File: src/rtl/pcs_pkg.sv
// Shared PCS constants: sync headers, block width, gearbox sequence range and phase decode.
package pcs_pkg;

  localparam int         GBX_SEQ_MAX = 32;
  localparam int         BLK_W       = 66;
  localparam logic [1:0] SYNC_DATA   = 2'b01;
  localparam logic [1:0] SYNC_CTRL   = 2'b10;
  localparam logic [1:0] SYNC_BAD    = 2'b00;

  typedef enum logic [1:0] {
    PH_LO    = 2'd0,
    PH_HI    = 2'd1,
    PH_PAUSE = 2'd2
  } gbx_phase_e;

  // Even slots carry the low half of a new block, odd slots the high half, slot 32 is the pause.
  function automatic gbx_phase_e phase_of(input logic [5:0] s);
    if (s == 6'(GBX_SEQ_MAX)) return PH_PAUSE;
    else if (s[0])            return PH_HI;
    else                      return PH_LO;
  endfunction

endpackage

File: src/rtl/pcs_sync_fifo.sv
// Single-clock block FIFO with registered occupancy and look-ahead occupancy for ready generation.
module pcs_sync_fifo #(
  parameter int WIDTH = 66,
  parameter int DEPTH = 4
) (
  input  logic                       clk_i,
  input  logic                       rst_n_i,
  input  logic                       wr_en_i,
  input  logic [WIDTH-1:0]           wr_data_i,
  input  logic                       rd_en_i,
  output logic [WIDTH-1:0]           rd_data_o,
  output logic [$clog2(DEPTH):0]     occ_o,
  output logic [$clog2(DEPTH):0]     occ_next_o
);

  localparam int AW = $clog2(DEPTH);

  logic [WIDTH-1:0] mem [DEPTH];
  logic [AW-1:0]    wr_ptr;
  logic [AW-1:0]    rd_ptr;
  logic             full;
  logic             empty;
  logic             wr_ok;
  logic             rd_ok;

  assign full  = (occ_o == (AW+1)'(DEPTH));
  assign empty = (occ_o == '0);
  assign rd_ok = rd_en_i & ~empty;
  // A read in the same cycle frees a slot, so a write at full is still taken.
  assign wr_ok = wr_en_i & (~full | rd_ok);

  assign rd_data_o = mem[rd_ptr];

  always_comb begin
    occ_next_o = occ_o;
    if (wr_ok & ~rd_ok)      occ_next_o = occ_o + (AW+1)'(1);
    else if (~wr_ok & rd_ok) occ_next_o = occ_o - (AW+1)'(1);
  end

  always_ff @(posedge clk_i or negedge rst_n_i) begin
    if (!rst_n_i) begin
      wr_ptr <= '0;
      rd_ptr <= '0;
      occ_o  <= '0;
    end else begin
      if (wr_ok) wr_ptr <= wr_ptr + AW'(1);
      if (rd_ok) rd_ptr <= rd_ptr + AW'(1);
      occ_o <= occ_next_o;
    end
  end

  always_ff @(posedge clk_i) begin
    if (wr_ok) mem[wr_ptr] <= wr_data_i;
  end

endmodule

File: src/rtl/tx_gearbox_feed.sv
// Feeds 66b blocks to the GT 64B/66B sync gearbox as 32b halves with txsequence and pause slot.
// Optional TX_GBX_STATS_EN adds popped-block and underflow-event counters.
module tx_gearbox_feed
  import pcs_pkg::*;
#(
  parameter int FIFO_DEPTH = 4,
  parameter int AFULL_LVL  = 2
) (
  input  logic              clk_i,
  input  logic              rst_n_i,
  input  logic [BLK_W-1:0]  data_i,
  input  logic              data_vld_i,
  output logic              data_rdy_o,
  output logic [31:0]       gt_txdata_o,
  output logic [5:0]        gt_txheader_o,
  output logic [6:0]        gt_txsequence_o,
  output logic              underflow_o,
  input  logic              underflow_clr_i
`ifdef TX_GBX_STATS_EN
  ,
  output logic [31:0]       blk_cnt_o,
  output logic [15:0]       udf_cnt_o
`endif
);

  localparam int          AW      = $clog2(FIFO_DEPTH);
  localparam logic [AW:0] RDY_LVL = (AW+1)'(FIFO_DEPTH - AFULL_LVL);

  logic [BLK_W-1:0] head;
  logic [AW:0]      occ;
  logic [AW:0]      occ_nxt;
  logic [5:0]       seq;
  gbx_phase_e       phase;
  logic             fifo_empty;
  logic             wr_en;
  logic             pop;
  logic             udf_evt;
  logic [1:0]       hdr_p1;
  logic [31:0]      hi_half_p1;

  assign wr_en      = data_vld_i & data_rdy_o;
  assign phase      = phase_of(seq);
  assign fifo_empty = (occ == '0);
  assign pop        = (phase == PH_LO) & ~fifo_empty;
  assign udf_evt    = (phase == PH_LO) & fifo_empty;

  assign gt_txheader_o = {4'b0000, hdr_p1};

  pcs_sync_fifo #(
    .WIDTH (BLK_W),
    .DEPTH (FIFO_DEPTH)
  ) u_fifo (
    .clk_i      (clk_i),
    .rst_n_i    (rst_n_i),
    .wr_en_i    (wr_en),
    .wr_data_i  (data_i),
    .rd_en_i    (pop),
    .rd_data_o  (head),
    .occ_o      (occ),
    .occ_next_o (occ_nxt)
  );

  // ---- p0 -> p1: sequencer, half-select and status registers ----
  always_ff @(posedge clk_i or negedge rst_n_i) begin
    if (!rst_n_i) begin
      seq             <= '0;
      gt_txsequence_o <= '0;
      gt_txdata_o     <= '0;
      hdr_p1          <= SYNC_BAD;
      data_rdy_o      <= 1'b0;
      underflow_o     <= 1'b0;
    end else begin
      seq             <= (seq == 6'(GBX_SEQ_MAX)) ? 6'd0 : seq + 6'd1;
      gt_txsequence_o <= {1'b0, seq};
      data_rdy_o      <= (occ_nxt < RDY_LVL);
      underflow_o     <= underflow_clr_i ? 1'b0 : (underflow_o | udf_evt);
      case (phase)
        PH_LO: begin
          // An empty slot still goes out, with a bad header so the far end flags it.
          gt_txdata_o <= pop ? head[33:2] : 32'd0;
          hdr_p1      <= pop ? head[1:0]  : SYNC_BAD;
        end
        PH_HI:   gt_txdata_o <= hi_half_p1;
        default: ;
      endcase
    end
  end

  always_ff @(posedge clk_i) begin
    if (phase == PH_LO) hi_half_p1 <= pop ? head[65:34] : 32'd0;
  end

`ifdef TX_GBX_STATS_EN
  always_ff @(posedge clk_i or negedge rst_n_i) begin
    if (!rst_n_i) begin
      blk_cnt_o <= '0;
      udf_cnt_o <= '0;
    end else if (underflow_clr_i) begin
      blk_cnt_o <= '0;
      udf_cnt_o <= '0;
    end else begin
      if (pop)     blk_cnt_o <= blk_cnt_o + 32'd1;
      if (udf_evt) udf_cnt_o <= udf_cnt_o + 16'd1;
    end
  end
`endif

endmodule

File: config.mk
export PLATFORM = sky130hd
export DESIGN_NAME = tx_gearbox_feed
export DESIGN_NICKNAME = d
export VERILOG_FILES = /design/src/rtl/pcs_pkg.sv /design/src/rtl/pcs_sync_fifo.sv /design/src/rtl/tx_gearbox_feed.sv
export SDC_FILE = /design/constraint.sdc
export NUM_CORES = 1
export LEC_CHECK = 0
export CAP_MARGIN = 20
export CORE_ASPECT_RATIO = 1.5
export CORE_MARGIN = 4
export CORE_UTILIZATION = 52
export DETAILED_ROUTE_END_ITERATION = 10
export PLACE_DENSITY = 0.81
export RECOVER_POWER = 25
export SETUP_SLACK_MARGIN = 0.3
export SLEW_MARGIN = 20
export SYNTH_ARGS = -nofsm -noshare
export SYNTH_HDL_FRONTEND = slang
export SYNTH_SLANG_ARGS = --single-unit
File: constraint.sdc
create_clock -name clk_i -period 3.95 [get_ports clk_i]
set_input_delay 0.79 -clock clk_i [delete_from_list [all_inputs] [get_ports clk_i]]
set_output_delay 0.79 -clock clk_i [all_outputs]
set_load 0.05 [all_outputs]
Yosys cells after proc, flatten, opt, wreduce, memory -nomap -nowiden
Memories as Yosys holds them, arrays and structs flattened.
Index checks and enable logic that the tools add are counted.
{"block": "totals", "regBits": 87, "input_bits": 70, "output_inout_bits": 47, "mem_bits_ro": 0, "latch_bits": 0, "memories": 1, "mem_bits_rw": 264}
{"memory": "u_fifo.mem", "words": 4, "word_bits": 66, "read_ports": 1, "rd_ports_with_merged_regs": 0, "wr": 1, "line_no": "pcs_sync_fifo.sv:18", "source": "logic [WIDTH-1:0] mem [DEPTH];"}
{"block": "op_classes", "div_mod_pow": 0, "muxes": 11, "n_eq_ne": 3, "n_lt_le_gt_ge": 1, "shift": 0, "n_reduce_logical": 3, "mul": 0, "n_addsub": 5, "n_bitwise": 13}
{"operator": "$pmux 32 s2", "n": 1}
{"operator": "$mux 32", "n": 1}
{"operator": "$and 1x1->1", "n": 7}
{"operator": "$add 6x1->6 const B", "n": 1}
{"operator": "$eq 6x6->1 const B", "n": 1}
{"operator": "$mux 3", "n": 2}
{"operator": "$mux 6", "n": 1}
{"operator": "$add 2x1->2 const B", "n": 2}
{"operator": "$mux 1", "n": 4}
{"operator": "$mux 2", "n": 2}
{"operator": "$not 1->1", "n": 4}
{"operator": "$add 3x1->3 const B", "n": 1}
{"operator": "$eq 3x3->1 const B", "n": 1}
{"operator": "$logic_not 3->1", "n": 1}
{"operator": "$lt 3x2->1 const B", "n": 1}
{"operator": "$sub 3x1->3 const B", "n": 1}
{"operator": "$eq 2x1->1 const B", "n": 1}
{"operator": "$logic_not 2->1", "n": 1}
{"operator": "$or 1x1->1", "n": 2}
{"operator": "$reduce_bool 2->1", "n": 1}

Longest topological paths before layout
Gate-level depths: netlist of the first run.
{"block": "logic_depth", "ltp_word": 12, "depth_mapped": 10}

Hierarchy
A second synthesis of the first run with hierarchy kept.
{"block": "unflattened", "hier_cells": 673, "area_unflattened_um2": 13744.4}
{"mod": "pcs_sync_fifo", "area_each_um2": 10104.7, "cells_per_inst": 407, "seq_area_each_um2": 8102.8, "instances": 1}
{"mod": "tx_gearbox_feed", "area_each_um2": 3639.7, "cells_per_inst": 266, "seq_area_each_um2": 2162.1, "instances": 1}

Worst setup path before layout of the first run
OpenSTA, ideal clock, no wires.
{"block": "synth_timing", "kind": "reg2reg", "startpoint": "register seq[0]", "endpoint": "memory u_fifo.mem[2][0], enable pin", "t_arrival_ns": 3.513, "path_stages_with_launch": 9, "setup_slack_ns": 0.006, "path_cell_list": "dfrtp_1 -> clkbuf_1 -> clkbuf_1 -> inv_1 -> ha_1 -> nor3b_2 -> a21o_2 -> a31oi_1 -> and2_1"}
{"block": "synth_via", "elab_chain_len": 9, "elab_cells_between_ends": 10}
{"item": "from (decl)", "line_no": "tx_gearbox_feed.sv:32", "source": "logic [5:0] seq;"}
{"item": "from (signal assigned)", "line_no": "tx_gearbox_feed.sv:73", "source": "seq <= (seq == 6'(GBX_SEQ_MAX)) ? 6'd0 : seq + 6'd1;"}
{"item": "$eq 6x6->1 or $mux 1 (tied branches)", "line_no": "pcs_pkg.sv:18, pcs_pkg.sv:19"}
{"item": "$mux 2 *", "line_no": "pcs_pkg.sv:18", "source": "if (s == 6'(GBX_SEQ_MAX)) return PH_PAUSE;"}
{"item": "$logic_not 2->1 *", "line_no": "tx_gearbox_feed.sv:44", "source": "assign pop = (phase == PH_LO) & ~fifo_empty;"}
{"item": "$and 1x1->1 *", "line_no": "tx_gearbox_feed.sv:44"}
{"item": "$and 1x1->1 *", "line_no": "pcs_sync_fifo.sv:28", "source": "assign rd_ok = rd_en_i & ~empty;"}
{"item": "$or 1x1->1 *", "line_no": "pcs_sync_fifo.sv:30", "source": "assign wr_ok = wr_en_i & (~full | rd_ok);"}
{"item": "$and 1x1->1 *", "line_no": "pcs_sync_fifo.sv:30"}
{"item": "$mux 1 *", "line_no": "pcs_sync_fifo.sv:53", "source": "if (wr_ok) mem[wr_ptr] <= wr_data_i;"}
{"item": "$mux 1 (not written as such) *", "line_no": "pcs_sync_fifo.sv:53"}
{"item": "to (decl)", "line_no": "pcs_sync_fifo.sv:18"}
Mark *: on every way between the ends. The rest lies on a longest branch, timed or not.

Worst setup path in the final report of the first run
{"block": "layout_timing", "startpoint": "register seq[1]", "endpoint": "memory u_fifo.mem[2][33], enable pin"}
{"block": "layout_via", "elab_chain_len": 9}
{"item": "$eq 6x6->1", "line_no": "pcs_pkg.sv:18"}
{"item": "$mux 2", "line_no": "pcs_pkg.sv:18"}
{"item": "$logic_not 2->1", "line_no": "tx_gearbox_feed.sv:44"}
{"item": "$and 1x1->1", "line_no": "tx_gearbox_feed.sv:44"}
{"item": "$and 1x1->1", "line_no": "pcs_sync_fifo.sv:28"}
{"item": "$or 1x1->1", "line_no": "pcs_sync_fifo.sv:30"}
{"item": "$and 1x1->1", "line_no": "pcs_sync_fifo.sv:30"}
{"item": "$mux 1", "line_no": "pcs_sync_fifo.sv:53"}
{"item": "$mux 1 (not written as such)", "line_no": "pcs_sync_fifo.sv:53"}
Every way passes these cells.

==> results of run 1 <==
routing by layer:
metal | vias to the layer above | track usage
li1 | 2900 | -
met1 | 3316 | 0.2358
met2 | 253 | 0.3216
met3 | 61 | 0.02487
met4 | 0 | 0.07486
met5 | - | 0
worst max path at each step:
stage,startpoint,end,cells after the start
detailed placement,data_vld_i,u_fifo.mem[0][19],5
CTS,seq[1],u_fifo.mem[2][33],7
global route,seq[1],u_fifo.mem[2][4],7
floorplan,seq[0],u_fifo.mem[0][0],8
global placement,data_vld_i,u_fifo.mem[2][4],5
finish,seq[1],u_fifo.mem[2][33],7
power by group:
group          internal [W]  switching (W)  total [W]
combinational       0.00146        0.00169    0.00315
clock               0.00188        0.00128    0.00316
sequential          0.00461       0.000461    0.00507
total               0.00795        0.00343     0.0114
layout by cell type (no fill, tap or decap), drive strengths merged, types with 2 or more instances in the layout:
cell / n
clkdlybuf4s50: 69
and2: 6
o21ai: 5
a22oi: 32
diode: 4
conb: 5
xor2: 2
xnor2: 7
a21o: 2
nand2: 6
edfxtp: 296
nor2b: 2
clkinvlp: 4
a21oi: 37
nor2: 40
clkinv: 8
and3: 33
dfrtp: 55
bufinv: 6
inv: 9
buf: 14
a22o: 2
clkbuf: 39
nand3: 2
mux4: 66
ha: 9
dlygate4sd3: 41
flip-flops by register name, indices dropped and copies added (netlist names):
| signal | flops |
|---|---|
| u_fifo.occ_o | 3 |
| u_fifo.wr_ptr | 2 |
| seq | 6 |
| hdr_p1 | 2 |
| gt_txdata_o | 32 |
| u_fifo.rd_ptr | 2 |
| data_rdy_o | 1 |
| u_fifo.mem | 264 |
| gt_txsequence_o | 6 |
| hi_half_p1 | 32 |
| underflow_o | 1 |
critical path, stage by stage (launching register included):
cell,delay (ns)
dfrtp_1,0.39
inv_1,0.06
ha_1,0.19
nor3b_2,0.18
a21o_2,0.27
a31oi_1,0.54
and2_4,0.49
buf_12,0.33
metrics by stage:
step | setup WS, ns | utilization | hold WS, ns
3_3_place_gp | 0.8535 | 0.5876 | 0.4057
6_report | 1.164 | 0.6315 | 0.4356
4_1_cts | 1.146 | 0.6311 | 0.2673
2_1_floorplan | 0.7111 | - | 0.3781
3_5_place_dp | 0.7954 | 0.5876 | 0.4260
5_1_grt | 0.9859 | 0.6314 | 0.4560
logic make-up after synthesis:
group / Yosys count / share of synthesized area
muxes: 67 / 0.1130
adders and majority gates: 9 / 0.008507
AOI/OAI and AO/OA: 84 / 0.04064
xor gates and xnor gates: 9 / 0.005955
and+or+nand+nor: 93 / 0.03563
DFF: 351 / 0.7754
buffers and inverters: 48 / 0.02051
other: 1 / 0.0002833
layout make-up:
class,instances,area [um^2]
fill,1702,9233
timing repair buffer,125,1272
multi-input combinational,267,2736
sequential,351,10270
antenna,4,10.01
clock inverter,20,267.8
tap,328,410.4
clock buffer,38,822.0
inverter,7,26.28
==> flow_summary_export.csv, run 1 <==
group,metric,value,unit
outcome,status,"finished, violations left",
outcome,violations,"max-capacitance violations, max-slew violations",
cts,cts_tree,"done",
logic_synthesis,ys_seq_elements,351,
worst_setup_path,crit_type,"register to register",
logic_synthesis,ys_types,37,
floorplanning,dieArea,28130,um^2
worst_setup_path,worstPathArrival,3.01,ns
placed_design,postPlaceCellArea,14720,um^2
floorplanning,die_w,138.3,um
global_route,grt_use_total,0.1843,
placed_design,io_buffer_count,111,
logic_synthesis,synth_edf_count,296,
route,routed-wl-met2,13520,um
sta,period_needed,2.786,ns
placed_design,hpwl,15040,um
logic_synthesis,yosysTopAreaCell,"edfxtp_1",
floorplanning,coreArea,25050,um^2
sta,setup_violations,0,
sta,worstMarginPinSlew,1.523,ns
worst_setup_path,crit_path_start_kind,"register",
final_layout,finalNonFillerCells,1140,
logic_synthesis,yosys-top-cells-count,"edfxtp_1, mux4_2, dfrtp_1",
route,via_count,6530,
floorplanning,rows,71,
sta,hold_violations,0,
global_route,grt_max_degree,68,
cts,cts.sinks,351,
route,drt_wl_total,25670,um
cts,cts_buffer_depth,3,
sta,fin_crit_sh,0.7054,
logic_synthesis,ys_seq_area_frac,0.7754,
cts,postCtsSetupBuffers,0,
sta,rsz0062_at_grt,"no",
sta,fmax,358.9,MHz
floorplanning,die_h,203.4,um
logic_synthesis,synth-async-reset-ratio,0.1567,
worst_hold_path,min_path_type,"register to register",
cts,clk_pin_slew,0.06,ns
final_layout,area_growth,19.50,%
sta,slew_headroom,-0.01507,
sta,skew,0.01246,ns
worst_setup_path,r2r_cells,7,
logic_synthesis,synth_area,13240,um^2
logic_synthesis,synthCells,662,
worst_setup_path,regToRegEndpoint,"u_fifo.mem[2][33]",
worst_setup_path,required,4.18,ns
power,p_total,0.01138,W
power,irDropWorstVdd,435.2,uV
cts,root_buffer,"clkbuf_16",
power,p_per_area,719.6,nW/um^2
global_route,grt-ovfl-total,0,
route,drc,0,
worst_hold_path,hold-path-endpoint,"gt_txsequence_o[1]",
job,cap_violations,1,
logic_synthesis,avgSynthCellArea,20.00,um^2
worst_hold_path,min_path_cells,0,
route,final_antenna_net_count,0,
sta,setup_tns,0,ns
route,first_pass_iters,5,
cts,cts-resized-gates,0,
route,vias_per_cell,5.728,
route,wl_met3,1352,um
global_route,grt_pass1_wl,40320,um
global_route,grt_pass1_vias,7052,
final_layout,final_cell_area,15820,um^2
placed_design,dp.cells,1078,
floorplanning,start_util,0.5284,
cts,holdBufCountCts,0,
worst_setup_path,cp-end-kind,"register",
cts,h-tree-depth,1,
route,drt-met1-wl,9850,um
worst_hold_path,hp-start,"seq[1]",
global_route,antenna_found_initial,4,
worst_setup_path,crit_fanout,44,
logic_synthesis,synth_top_area_share,0.6715,
power,p_leak,5.504,nW
placed_design,gp_congestion,0.7603,
route,wire_per_inst,22.51,um
cts,clk_latency,0.55,ns
sta,finalMaxSlewViolations,24,
logic_synthesis,ys.flop_type,"edfxtp_1",
floorplanning,ioPinCount,117,
final_layout,fin_nets,862,
cts,cts_buffers,31,
worst_setup_path,r2r_slack,1.16,ns
final_layout,drive_gt1_frac,0.1782,
route,highest_layer,"met4",
worst_setup_path,rr_startpoint,"seq[1]",
logic_synthesis,synth_most_common_cell,"edfxtp_1",
logic_synthesis,netlist_top_cells_area,"edfxtp_1, mux4_2, dfrtp_1",
route,first_iter_violations,419,
logic_synthesis,ys_warn_count,0,
No activity file was read; power rests on OpenSTA's default activity.
==> run 2: changes to the inputs <==
--- a/config.mk
+++ b/config.mk
@@ -8,9 +8,9 @@
 export CAP_MARGIN = 20
 export CORE_ASPECT_RATIO = 1.5
 export CORE_MARGIN = 4
-export CORE_UTILIZATION = 52
+export CORE_UTILIZATION = 57
 export DETAILED_ROUTE_END_ITERATION = 10
-export PLACE_DENSITY = 0.81
+export PLACE_DENSITY = 0.84
 export RECOVER_POWER = 25
 export SETUP_SLACK_MARGIN = 0.3
 export SLEW_MARGIN = 20
==> constraint.sdc (replaced) <==
create_clock -name clk_i -period 2.8 [get_ports clk_i]
set_input_delay 0.56 -clock clk_i [delete_from_list [all_inputs] [get_ports clk_i]]
set_output_delay 0.56 -clock clk_i [all_outputs]
set_load 0.05 [all_outputs]
==> flow_summary_export.csv, run 2 (synthesis results as in run 1) <==
group,metric,value,unit
worst_setup_path,crit_path_start_kind,"register",
worst_setup_path,path_buf_inv,1,
floorplanning,ioPinCount,117,
worst_setup_path,slowest_delay,0.84,ns
floorplanning,coreArea,22970,um^2
sta,hold_violations,0,
route,drc,0,
global_route,antenna_found_initial,5,
sta,period_needed,2.371,ns
sta,slew_headroom,0.5269,
cts,cts.sinks,351,
sta,setup_tns,0,ns
worst_setup_path,crit_chain,"clkdlybuf4s50_1",
worst_setup_path,crit_fanout,2,
placed_design,hpwl,15600,um
cts,root_buffer,"clkbuf_16",
power,p_total,0.01635,W
sta,fin_hold_ws,0.4354,ns
route,vias_per_cell,6.195,
route,final_antenna_net_count,0,
cts,cts_buffers,30,
global_route,grt_pass1_vias,7335,
route,via_count,6790,
placed_design,gp_congestion,0.7591,
outcome,status,"finished, final reports clean",
route,drt_wl_total,27490,um
cts,clk_pin_slew,0.06,ns
power,p_leak,5.560,nW
power,irDropWorstVdd,603.3,uV
worst_hold_path,min_path_type,"register to register",
final_layout,area_growth,20.08,%
global_route,grt_use_total,0.2136,
floorplanning,die_w,132.4,um
final_layout,drive_gt1_frac,0.1872,
floorplanning,die_h,194.6,um
worst_setup_path,cp-end-kind,"output pin",
final_layout,regMostFlops,"u_fifo.mem",
final_layout,fin_nets,867,
route,first_pass_iters,5,
floorplanning,start_util,0.5763,
cts,clk_latency,0.55,ns
power,p_per_area,1029,nW/um^2
worst_setup_path,cp_slowest_cell,"clkdlybuf4s50_1",
job,cap_violations,0,
final_layout,mostFrequentLayoutCells,"edfxtp_1, mux4_2, clkdlybuf4s50_1",
global_route,grt_pass1_wl,42500,um
cts,h-tree-depth,1,
sta,fmax,421.7,MHz
final_layout,finalNonFillerCells,1096,
cts,postCtsSetupBuffers,0,
global_route,grt-ovfl-total,0,
placed_design,io_buffer_count,111,
floorplanning,dieArea,25780,um^2
final_layout,largest_register_ff_count,264,
cts,cts_buffer_depth,3,
worst_setup_path,crit_type,"register to output pin",
floorplanning,rows,68,
final_layout,final_common_cell,"edfxtp_1",
sta,worstMarginPinSlew,0.6918,ns
worst_setup_path,cp_top_family,"buffers and inverters",
final_layout,largestRegisters,"u_fifo.mem: 264 flops, gt_txdata_o: 32 flops, hi_half_p1: 32 flops",
route,wire_per_inst,25.08,um
sta,rsz0062_at_grt,"yes",
global_route,grt_max_degree,50,
worst_setup_path,r2r_slack,0.48,ns
sta,setup_violations,0,
sta,finalMaxSlewViolations,0,
cts,cts_tree,"done",
route,first_iter_violations,687,
sta,fin_crit_sh,0.8469,
worst_setup_path,required,2.24,ns
placed_design,dp.cells,1034,
worst_setup_path,worstPathArrival,1.81,ns
sta,skew,0.01359,ns
==> run 2: area by class of cell <==
cell class,count,area [um^2]
diodes,4,10.01
clock buffers,39,845.8
clock inverters,17,272.8
fillers,1343,7077
inverters,7,26.28
multi-input cells,268,2765
flip-flops and latches,351,10270
well taps,280,350.3
repair buffers,130,1351
==> run 2: worst paths after layout <==
kind,start,endpoint,depth (start not counted)
min in group asynchronous,rst_n_i,seq[2],2
hold reg to reg,seq[1],gt_txsequence_o[1],0
setup reg to reg,u_fifo.occ_o[1],gt_txdata_o[29],6
setup / recovery,gt_txdata_o[20],gt_txdata_o[20],1
max in group asynchronous,rst_n_i,gt_txdata_o[11],3
hold / removal,seq[1],gt_txsequence_o[1],0
==> run 2: worst register-to-register path: stages (launching register included) <==
cell	delay, ns
dfrtp_1	0.46
inv_1	0.12
ha_1	0.34
nor2b_2	0.29
nor2_4	0.58
a22oi_1	0.14
a21oi_1	0.28
==> run 2: through the flow <==
| stage | instance area, um^2 | setup slack, ns | util |
|---|---|---|---|
| 6_report | 15900 | 0.4287 | 0.6919 |
| 5_1_grt | 15890 | 0.2975 | 0.6918 |
| 4_1_cts | 15870 | 0.3454 | 0.6909 |
| 3_5_place_dp | 14740 | 0.3323 | 0.6418 |
| 3_3_place_gp | 14740 | 0.3845 | 0.6418 |
| 2_1_floorplan | 13300 | 0.3031 | - |
==> run 2: metal layers <==
layer / global-route usage / share of wire / vias to the layer above
li1: - / - / 2900
met1: 0.2633 / 0.36 / 3498
met2: 0.3766 / 0.54 / 310
met3: 0.03573 / 0.064 / 78
met4: 0.08744 / 0.037 / 4
met5: 0 / 0.00065 / -
==> run 2: report_power, final <==
group          total [W]  leakage (nW)  switching [W]  internal (W)
registers        0.00696          3.37       0.000452       0.00651
clock network    0.00456         0.536        0.00179       0.00278
logic            0.00482          1.65        0.00270       0.00213
total             0.0163          5.56        0.00494        0.0114
==> run 2: what timing repair did <==
| action | in CTS | in global routing |
|---|---|---|
| endpoints found under the hold margin | 11 | 0 |
| hold buffers | 1 | 0 |
| resized for setup | 0 | 2 |
| endpoints found under the setup margin | 0 | 32 |
